===== config.mk =====
export PLATFORM = sky130hd
export DESIGN_NAME = udp_tx_arbiter_flat
export DESIGN_NICKNAME = d
export VERILOG_FILES = /design/src/rtl/udp_tx_arbiter_if.sv /design/src/rtl/udp_tx_arbiter.sv /design/src/flat_wrapper.sv
export SDC_FILE = /design/constraint.sdc
export NUM_CORES = 1
export LEC_CHECK = 0
export CAP_MARGIN = 20
export CORE_UTILIZATION = 54
export CTS_CLUSTER_DIAMETER = 50
export CTS_CLUSTER_SIZE = 14
export DETAILED_ROUTE_END_ITERATION = 12
export GPL_TIMING_DRIVEN = 0
export HOLD_SLACK_MARGIN = 0.15
export MAX_ROUTING_LAYER = met4
export PLACE_DENSITY = 0.89
export SYNTH_ARGS = -nofsm -noshare
export SYNTH_HDL_FRONTEND = slang
export SYNTH_SLANG_ARGS = --single-unit

===== constraint.sdc =====
create_clock -name clk -period 3.2 [get_ports clk]
set_input_delay 0.64 -clock clk [delete_from_list [all_inputs] [get_ports clk]]
set_output_delay 0.64 -clock clk [all_outputs]
set_load 0.02 [all_outputs]

===== src/rtl/udp_tx_arbiter_if.sv =====
`default_nettype none
// +----------------------------------------------------------------------+
// | udp_tx_arbiter_if : requester, MAC and status signals of the arbiter |
// | Rev 1.0                                                              |
// +----------------------------------------------------------------------+
interface udp_tx_arbiter_if;
    logic        arp_req;
    logic        arp_ack;
    logic        cmd_req;
    logic [15:0] cmd_len;
    logic        cmd_ack;
    logic        ad_req;
    logic [15:0] ad_len;
    logic        ad_ack;
    logic        mac_send_end;
    logic        mac_not_exist;
    logic        udp_tx_req;
    logic        arp_request_req;
    logic [15:0] udp_send_data_length;
    logic [1:0]  tx_sel;
    logic        busy;
    logic        timeout_err;
    logic        abort_err;

    // Requesters and MAC side: drives requests and completion pulses
    modport master (
        output arp_req, cmd_req, cmd_len, ad_req, ad_len, mac_send_end, mac_not_exist,
        input  arp_ack, cmd_ack, ad_ack, udp_tx_req, arp_request_req,
        input  udp_send_data_length, tx_sel, busy, timeout_err, abort_err
    );

    modport slave (
        input  arp_req, cmd_req, cmd_len, ad_req, ad_len, mac_send_end, mac_not_exist,
        output arp_ack, cmd_ack, ad_ack, udp_tx_req, arp_request_req,
        output udp_send_data_length, tx_sel, busy, timeout_err, abort_err
    );
endinterface
`default_nettype wire


===== src/rtl/udp_tx_arbiter.sv =====
`default_nettype none
// +----------------------------------------------------------------------+
// | udp_tx_arbiter : one-frame-at-a-time arbiter for ARP, command-reply  |
// | and AD frames onto the MAC, with inter-frame gap and timeout.        |
// | Rev 1.0                                                              |
// +----------------------------------------------------------------------+
module udp_tx_arbiter #(
    parameter logic [15:0] IFG_CYCLES     = 16'd12,
    parameter logic [31:0] TIMEOUT_CYCLES = 32'd1000000,
    parameter logic [15:0] LEN_MAX        = 16'd1472
) (
    input  logic            clk,
    input  logic            rst_n,
    udp_tx_arbiter_if.slave bus
);
    localparam logic [1:0] C_SEL_NONE = 2'b00;
    localparam logic [1:0] C_SEL_CMD  = 2'b01;
    localparam logic [1:0] C_SEL_AD   = 2'b10;
    localparam logic [1:0] C_SEL_ARP  = 2'b11;

    typedef enum logic [1:0] {
        S_IDLE     = 2'd0,
        S_GRANT    = 2'd1,
        S_WAIT_END = 2'd2,
        S_GAP      = 2'd3
    } state_t;

    state_t      state_q;
    logic        last_cmd_q;
    logic [31:0] tmo_q;
    logic [15:0] gap_q;
    logic        arp_ack_q;
    logic        cmd_ack_q;
    logic        ad_ack_q;
    logic        udp_tx_req_q;
    logic        arp_request_req_q;
    logic [15:0] len_q;
    logic [1:0]  sel_q;
    logic        busy_q;
    logic        timeout_err_q;
    logic        abort_err_q;

    logic [1:0]  sel_d;
    logic [15:0] raw_len_d;
    logic [15:0] len_d;
    logic        tmo_hit_d;
    logic        gap_done_d;

    always_comb begin
        sel_d = C_SEL_NONE;
        if (bus.arp_req) begin
            sel_d = C_SEL_ARP;
        end else if (bus.cmd_req && bus.ad_req) begin
            sel_d = last_cmd_q ? C_SEL_AD : C_SEL_CMD;
        end else if (bus.cmd_req) begin
            sel_d = C_SEL_CMD;
        end else if (bus.ad_req) begin
            sel_d = C_SEL_AD;
        end

        case (sel_d)
            C_SEL_CMD: raw_len_d = bus.cmd_len;
            C_SEL_AD:  raw_len_d = bus.ad_len;
            default:   raw_len_d = 16'd0;
        endcase
        len_d = (raw_len_d > LEN_MAX) ? LEN_MAX : raw_len_d;
    end

    // Fires when the incremented count reaches TIMEOUT_CYCLES-1, so the
    // error pulse lands exactly TIMEOUT_CYCLES cycles after the GRANT cycle.
    assign tmo_hit_d  = ({1'b0, tmo_q} + 33'd2) >= {1'b0, TIMEOUT_CYCLES};
    assign gap_done_d = ({1'b0, gap_q} + 17'd1) >= {1'b0, IFG_CYCLES};

    always_ff @(posedge clk or negedge rst_n) begin
        if (!rst_n) begin
            state_q           <= S_IDLE;
            last_cmd_q        <= 1'b0;
            tmo_q             <= 32'd0;
            gap_q             <= 16'd0;
            arp_ack_q         <= 1'b0;
            cmd_ack_q         <= 1'b0;
            ad_ack_q          <= 1'b0;
            udp_tx_req_q      <= 1'b0;
            arp_request_req_q <= 1'b0;
            len_q             <= 16'd0;
            sel_q             <= C_SEL_NONE;
            busy_q            <= 1'b0;
            timeout_err_q     <= 1'b0;
            abort_err_q       <= 1'b0;
        end else begin
            arp_ack_q         <= 1'b0;
            cmd_ack_q         <= 1'b0;
            ad_ack_q          <= 1'b0;
            udp_tx_req_q      <= 1'b0;
            arp_request_req_q <= 1'b0;
            timeout_err_q     <= 1'b0;
            abort_err_q       <= 1'b0;

            case (state_q)
                S_IDLE: begin
                    if (sel_d != C_SEL_NONE) begin
                        state_q           <= S_GRANT;
                        busy_q            <= 1'b1;
                        sel_q             <= sel_d;
                        len_q             <= len_d;
                        arp_ack_q         <= (sel_d == C_SEL_ARP);
                        cmd_ack_q         <= (sel_d == C_SEL_CMD);
                        ad_ack_q          <= (sel_d == C_SEL_AD);
                        arp_request_req_q <= (sel_d == C_SEL_ARP);
                        udp_tx_req_q      <= (sel_d != C_SEL_ARP) && (len_d != 16'd0);
                    end
                end

                S_GRANT: begin
                    tmo_q <= 32'd0;
                    if (sel_q == C_SEL_CMD) begin
                        last_cmd_q <= 1'b1;
                    end else if (sel_q == C_SEL_AD) begin
                        last_cmd_q <= 1'b0;
                    end
                    // Zero-length UDP frames never reach the MAC
                    if ((sel_q != C_SEL_ARP) && (len_q == 16'd0)) begin
                        state_q <= S_IDLE;
                        busy_q  <= 1'b0;
                        sel_q   <= C_SEL_NONE;
                    end else begin
                        state_q <= S_WAIT_END;
                    end
                end

                S_WAIT_END: begin
                    gap_q <= 16'd0;
                    if (bus.mac_send_end) begin
                        state_q <= S_GAP;
                    end else if (bus.mac_not_exist) begin
                        state_q     <= S_GAP;
                        abort_err_q <= 1'b1;
                    end else if (tmo_hit_d) begin
                        state_q       <= S_GAP;
                        timeout_err_q <= 1'b1;
                    end else begin
                        tmo_q <= tmo_q + 32'd1;
                    end
                end

                S_GAP: begin
                    if (gap_done_d) begin
                        state_q <= S_IDLE;
                        busy_q  <= 1'b0;
                        sel_q   <= C_SEL_NONE;
                    end else begin
                        gap_q <= gap_q + 16'd1;
                    end
                end

                default: begin
                    state_q <= S_IDLE;
                    busy_q  <= 1'b0;
                    sel_q   <= C_SEL_NONE;
                end
            endcase
        end
    end

    assign bus.arp_ack              = arp_ack_q;
    assign bus.cmd_ack              = cmd_ack_q;
    assign bus.ad_ack               = ad_ack_q;
    assign bus.udp_tx_req           = udp_tx_req_q;
    assign bus.arp_request_req      = arp_request_req_q;
    assign bus.udp_send_data_length = len_q;
    assign bus.tx_sel               = sel_q;
    assign bus.busy                 = busy_q;
    assign bus.timeout_err          = timeout_err_q;
    assign bus.abort_err            = abort_err_q;
endmodule
`default_nettype wire


===== src/flat_wrapper.sv =====
// flat-port wrapper written by rule: the top's interface ports become plain ports
module udp_tx_arbiter_flat 
#(
    parameter logic [15:0] IFG_CYCLES     = 16'd12,
    parameter logic [31:0] TIMEOUT_CYCLES = 32'd1000000,
    parameter logic [15:0] LEN_MAX        = 16'd1472
)
  (clk, rst_n, bus_arp_req, bus_cmd_req, bus_cmd_len, bus_ad_req, bus_ad_len, bus_mac_send_end, bus_mac_not_exist, bus_arp_ack, bus_cmd_ack, bus_ad_ack, bus_udp_tx_req, bus_arp_request_req, bus_udp_send_data_length, bus_tx_sel, bus_busy, bus_timeout_err, bus_abort_err);
  udp_tx_arbiter_if bus_i ();
  input  logic clk;
  input  logic rst_n;
  input wire logic [$bits(bus_i.arp_req)-1:0] bus_arp_req;
  input wire logic [$bits(bus_i.cmd_req)-1:0] bus_cmd_req;
  input wire logic [$bits(bus_i.cmd_len)-1:0] bus_cmd_len;
  input wire logic [$bits(bus_i.ad_req)-1:0] bus_ad_req;
  input wire logic [$bits(bus_i.ad_len)-1:0] bus_ad_len;
  input wire logic [$bits(bus_i.mac_send_end)-1:0] bus_mac_send_end;
  input wire logic [$bits(bus_i.mac_not_exist)-1:0] bus_mac_not_exist;
  output wire logic [$bits(bus_i.arp_ack)-1:0] bus_arp_ack;
  output wire logic [$bits(bus_i.cmd_ack)-1:0] bus_cmd_ack;
  output wire logic [$bits(bus_i.ad_ack)-1:0] bus_ad_ack;
  output wire logic [$bits(bus_i.udp_tx_req)-1:0] bus_udp_tx_req;
  output wire logic [$bits(bus_i.arp_request_req)-1:0] bus_arp_request_req;
  output wire logic [$bits(bus_i.udp_send_data_length)-1:0] bus_udp_send_data_length;
  output wire logic [$bits(bus_i.tx_sel)-1:0] bus_tx_sel;
  output wire logic [$bits(bus_i.busy)-1:0] bus_busy;
  output wire logic [$bits(bus_i.timeout_err)-1:0] bus_timeout_err;
  output wire logic [$bits(bus_i.abort_err)-1:0] bus_abort_err;
  assign bus_i.arp_req = bus_arp_req;
  assign bus_i.cmd_req = bus_cmd_req;
  assign bus_i.cmd_len = bus_cmd_len;
  assign bus_i.ad_req = bus_ad_req;
  assign bus_i.ad_len = bus_ad_len;
  assign bus_i.mac_send_end = bus_mac_send_end;
  assign bus_i.mac_not_exist = bus_mac_not_exist;
  assign bus_arp_ack = bus_i.arp_ack;
  assign bus_cmd_ack = bus_i.cmd_ack;
  assign bus_ad_ack = bus_i.ad_ack;
  assign bus_udp_tx_req = bus_i.udp_tx_req;
  assign bus_arp_request_req = bus_i.arp_request_req;
  assign bus_udp_send_data_length = bus_i.udp_send_data_length;
  assign bus_tx_sel = bus_i.tx_sel;
  assign bus_busy = bus_i.busy;
  assign bus_timeout_err = bus_i.timeout_err;
  assign bus_abort_err = bus_i.abort_err;
  udp_tx_arbiter #(.IFG_CYCLES(IFG_CYCLES), .TIMEOUT_CYCLES(TIMEOUT_CYCLES), .LEN_MAX(LEN_MAX)) u_core (.clk(clk), .rst_n(rst_n), .bus(bus_i));
endmodule

==> results.py <==
metrics = {
    "status": {
        "status": "finished with violations",
        "violations": "negative setup slack",
    },
    "detailed_routing": {
        "dr.pass1.iters": 5,
        "postRouteAntennaNets": 0,
        "vias": 4196,
        "viasPerCell": 6.47,
        "drc": 0,
        "wire_per_inst_um": 19.0,
        "routed_wirelength_um": 12300,
        "drt_iter0_drc": 329,
    },
    "power_and_ir_drop": {
        "power_w": 0.00317,
        "switchingPower_w": 0.00116,
        "intPower_w": 0.00201,
        "powerDensity_nw_per_um2": 560,
        "power.leakage_nw": 2.49,
        "clockPowerShare_pct": 27.0,
        "p_seq_share_pct": 38.4,
        "ir_drop_uv": 434,
        "p_comb_share_pct": 34.7,
        "switching_share_pct": 36.5,
    },
    "timing": {
        "hold_viol_final": 0,
        "fin_crit_ps": 3250,
        "fin_skew_ps": 10.6,
        "fin_crit_sh_pct": 102,
        "slew_headroom_pct": 36.9,
        "finalWorstSetupSlack_ps": -54.4,
        "rsz0062_at_grt": "true",
        "setup_violations": 7,
        "worst_slew_pin_slew_ps": 922,
        "fmax_ghz": 0.307,
        "setup-tns-final_ps": -251,
        "drv_slew": 0,
    },
    "placed_design": {
        "placed_area_um2": 5040,
        "gp_congestion": 0.880,
        "portBuffers": 64,
        "hpwl_um": 7590,
    },
    "floorplanning": {
        "die_h_um": 91.0,
        "floorplan.initialDensity_pct": 55.6,
        "fp.dieW_um": 91.0,
        "rows": 32,
        "core_area_um2": 7690,
        "die-area_um2": 8270,
        "ios": 65,
    },
    "critical_path": {
        "r2r_cells": 11,
        "criticalPathCategory": "reg2reg",
        "crit_fanout": 10,
        "critPathArrivalTime_ps": 3540,
        "required_ps": 3480,
        "startpoint_type": "flip-flop",
        "crit_path_end_kind": "flip-flop",
        "rrSetupSlack_ps": -50,
    },
    "clock_network": {
        "cts_made_buffers": 9,
        "worstSkewPairLatency_ps": 350,
        "cts-root-buf": "clkbuf_8",
        "cts.sinks": 76,
        "clkTransAtPathRegs_ps": 80,
        "cts_tree": "done",
        "h-tree-depth": 3,
        "clock_path_buffers": 2,
        "hold_buffers": 0,
    },
    "global_route": {
        "grt_pass1_vias": 4000,
        "gr-usage-met3_pct": 6.11,
        "gr-total-overflow": 0,
        "grt_pass1_wl_um": 18700,
        "grt_use_met2_pct": 48.1,
        "globalRouteTotalUtil_pct": 28.7,
        "use_met1_pct": 34.5,
        "busiest_layer": "met2",
        "antenna_found_initial": 0,
        "grt_max_degree": 77,
    },
    "synth": {
        "post-synth-top-area-cell": "dfrtp_1",
        "syn_inst": 444,
        "synth_cell_type_count": 60,
        "synth_area_leaders": "dfrtp_1, ha_1, a22o_1, nand2_1, and3_1",
        "ys_ff_latch": 76,
        "postSynthAreaPerCell_um2": 9.63,
        "yosys-top-cells-count": "dfrtp_1, nand2_1, nor2_1, o21ai_0, a21oi_1",
        "syn_nets": 495,
        "synth-edff-count": 0,
        "async_flop_share_pct": 100,
        "syn_area_um2": 4270,
        "yosys_most_used_dff": "dfrtp_1",
        "seq_area_frac_synth_pct": 44.5,
        "yosys.area.top_type_share_pct": 44.5,
        "yosysMostFrequentCell": "dfrtp_1",
        "ys.warnings.count": 0,
    },
    "finish": {
        "nets": 593,
        "fill_cells": 495,
        "antenna_cells": 0,
        "multi_input_area_um2": 2400,
        "seq_area_um2": 1910,
        "fin_util_pct": 73.6,
        "drive_gt1_share_pct": 19.2,
        "fin_area_um2": 5660,
        "areaGrowthSynthToFinish_pct": 32.3,
    },
    "hold_path": {
        "hold_path.class": "in2async",
    },
    "run": {
        "cap_violations": 0,
    },
}
## timing repair
action / CTS / global route
setup endpoints to repair: 28 / 30
buffers inserted: 10 / 13
pin swaps: 7 / 26
resized for setup: 17 / 44
## final cells by class
type                    instances  share of cell area, %
flip-flops and latches         76                   33.8
clock inverters                 5                   1.46
inverters                      11                  0.730
well taps                     102                   2.26
plain buffers                  21                   2.23
multi-input cells             336                   42.5
repair buffers                 87                   14.4
clock buffers                  11                   2.68
## layer usage
metal / wire length [µm] / vias to the layer above
met3: 890 / 60
met4: 519 / 0
li1: - / 1850
met2: 6220 / 258
met5: 0 / -
met1: 4710 / 2028
## power groups by stage
stage | registers [W] | logic, W | clock network, W
finish | 0.00122 | 0.00110 | 0.000855
global route | 0.00123 | 0.00119 | 0.000901
CTS | 0.00121 | 0.00105 | 0.000857
detailed placement | 0.00123 | 0.00100 | 0
global placement | 0.00122 | 0.000962 | 0
floorplan | 0.00129 | 0.000494 | 0
## cells in the final DEF, fill, tap and decap left out, types with 6 or more instances in the layout
master and n:
a22o_1 15, xor2_1 6, clkbuf_1 10, buf_4 26, or3_1 9, clkbuf_8 11, nand4_1 19, a21oi_1 18
ha_1 9, o211ai_1 7, o31ai_1 6, nor3_1 6, o21ai_0 20, nand3_1 18, dfrtp_1 70, inv_1 8
nor2_1 26, and2_1 12, and3_1 20, nor2b_1 14, nand2_1 33, clkdlybuf4s50_1 63, dfrtp_2 6
## critical path, stage by stage (launching register included)
cell      delay [ps]
dfrtp_1          340
clkbuf_4         210
nand4_4          170
or3_1            460
mux2_1           330
o22ai_1          280
nand2_1          170
o211ai_4         360
buf_4            210
nand2_2           80
or4_1            480
nand2_1           90
## logic make-up (layout without fill, tap and decap cells)
kind of cell,Yosys count,in the layout,synth area share (%)
buf+inv,32,135,3.37
compound gates,106,106,17.2
xor+xnor,10,10,2.05
simple gates,204,204,28.4
fa+ha+maj,12,12,3.51
flops,76,76,44.5
mux,4,4,0.995
## stage by stage
stage / cells / setup slack, ps / hold WS [ps]
floorplan: 444 / 53.9 / 344
global placement: 610 / -977 / 469
detailed placement: 610 / -1020 / 481
CTS: 636 / 9.43 / 460
global route: 649 / -152 / 517
finish: 649 / -54.4 / 407
## flip-flops by register name, indices dropped and copies added, names as in the netlist, named ones only
register                         flops
u_core.bus.abort_err                 1
u_core.bus.ad_ack                    1
u_core.bus.arp_ack                   1
u_core.bus.busy                      1
u_core.bus.cmd_ack                   1
u_core.bus.timeout_err               1
u_core.bus.tx_sel                    2
u_core.bus.udp_send_data_length     16
u_core.bus.udp_tx_req                1
u_core.gap_q                        16
u_core.last_cmd_q                    1
u_core.state_q                       1
u_core.tmo_q                        32
## worst paths after layout
| path | startpoint | end |
|---|---|---|
| max in group asynchronous | rst_n | u_core.tmo_q[3] |
| worst min register to register | u_core.gap_q[14] | u_core.gap_q[14] |
| min in group clk | u_core.gap_q[14] | u_core.gap_q[14] |
| worst max-delay path | u_core.tmo_q[7] | u_core.tmo_q[8] |
| worst max register to register | u_core.tmo_q[7] | u_core.tmo_q[8] |
| worst min-delay path | rst_n | u_core.tmo_q[10] |
Power figures use the tool's default switching activity.
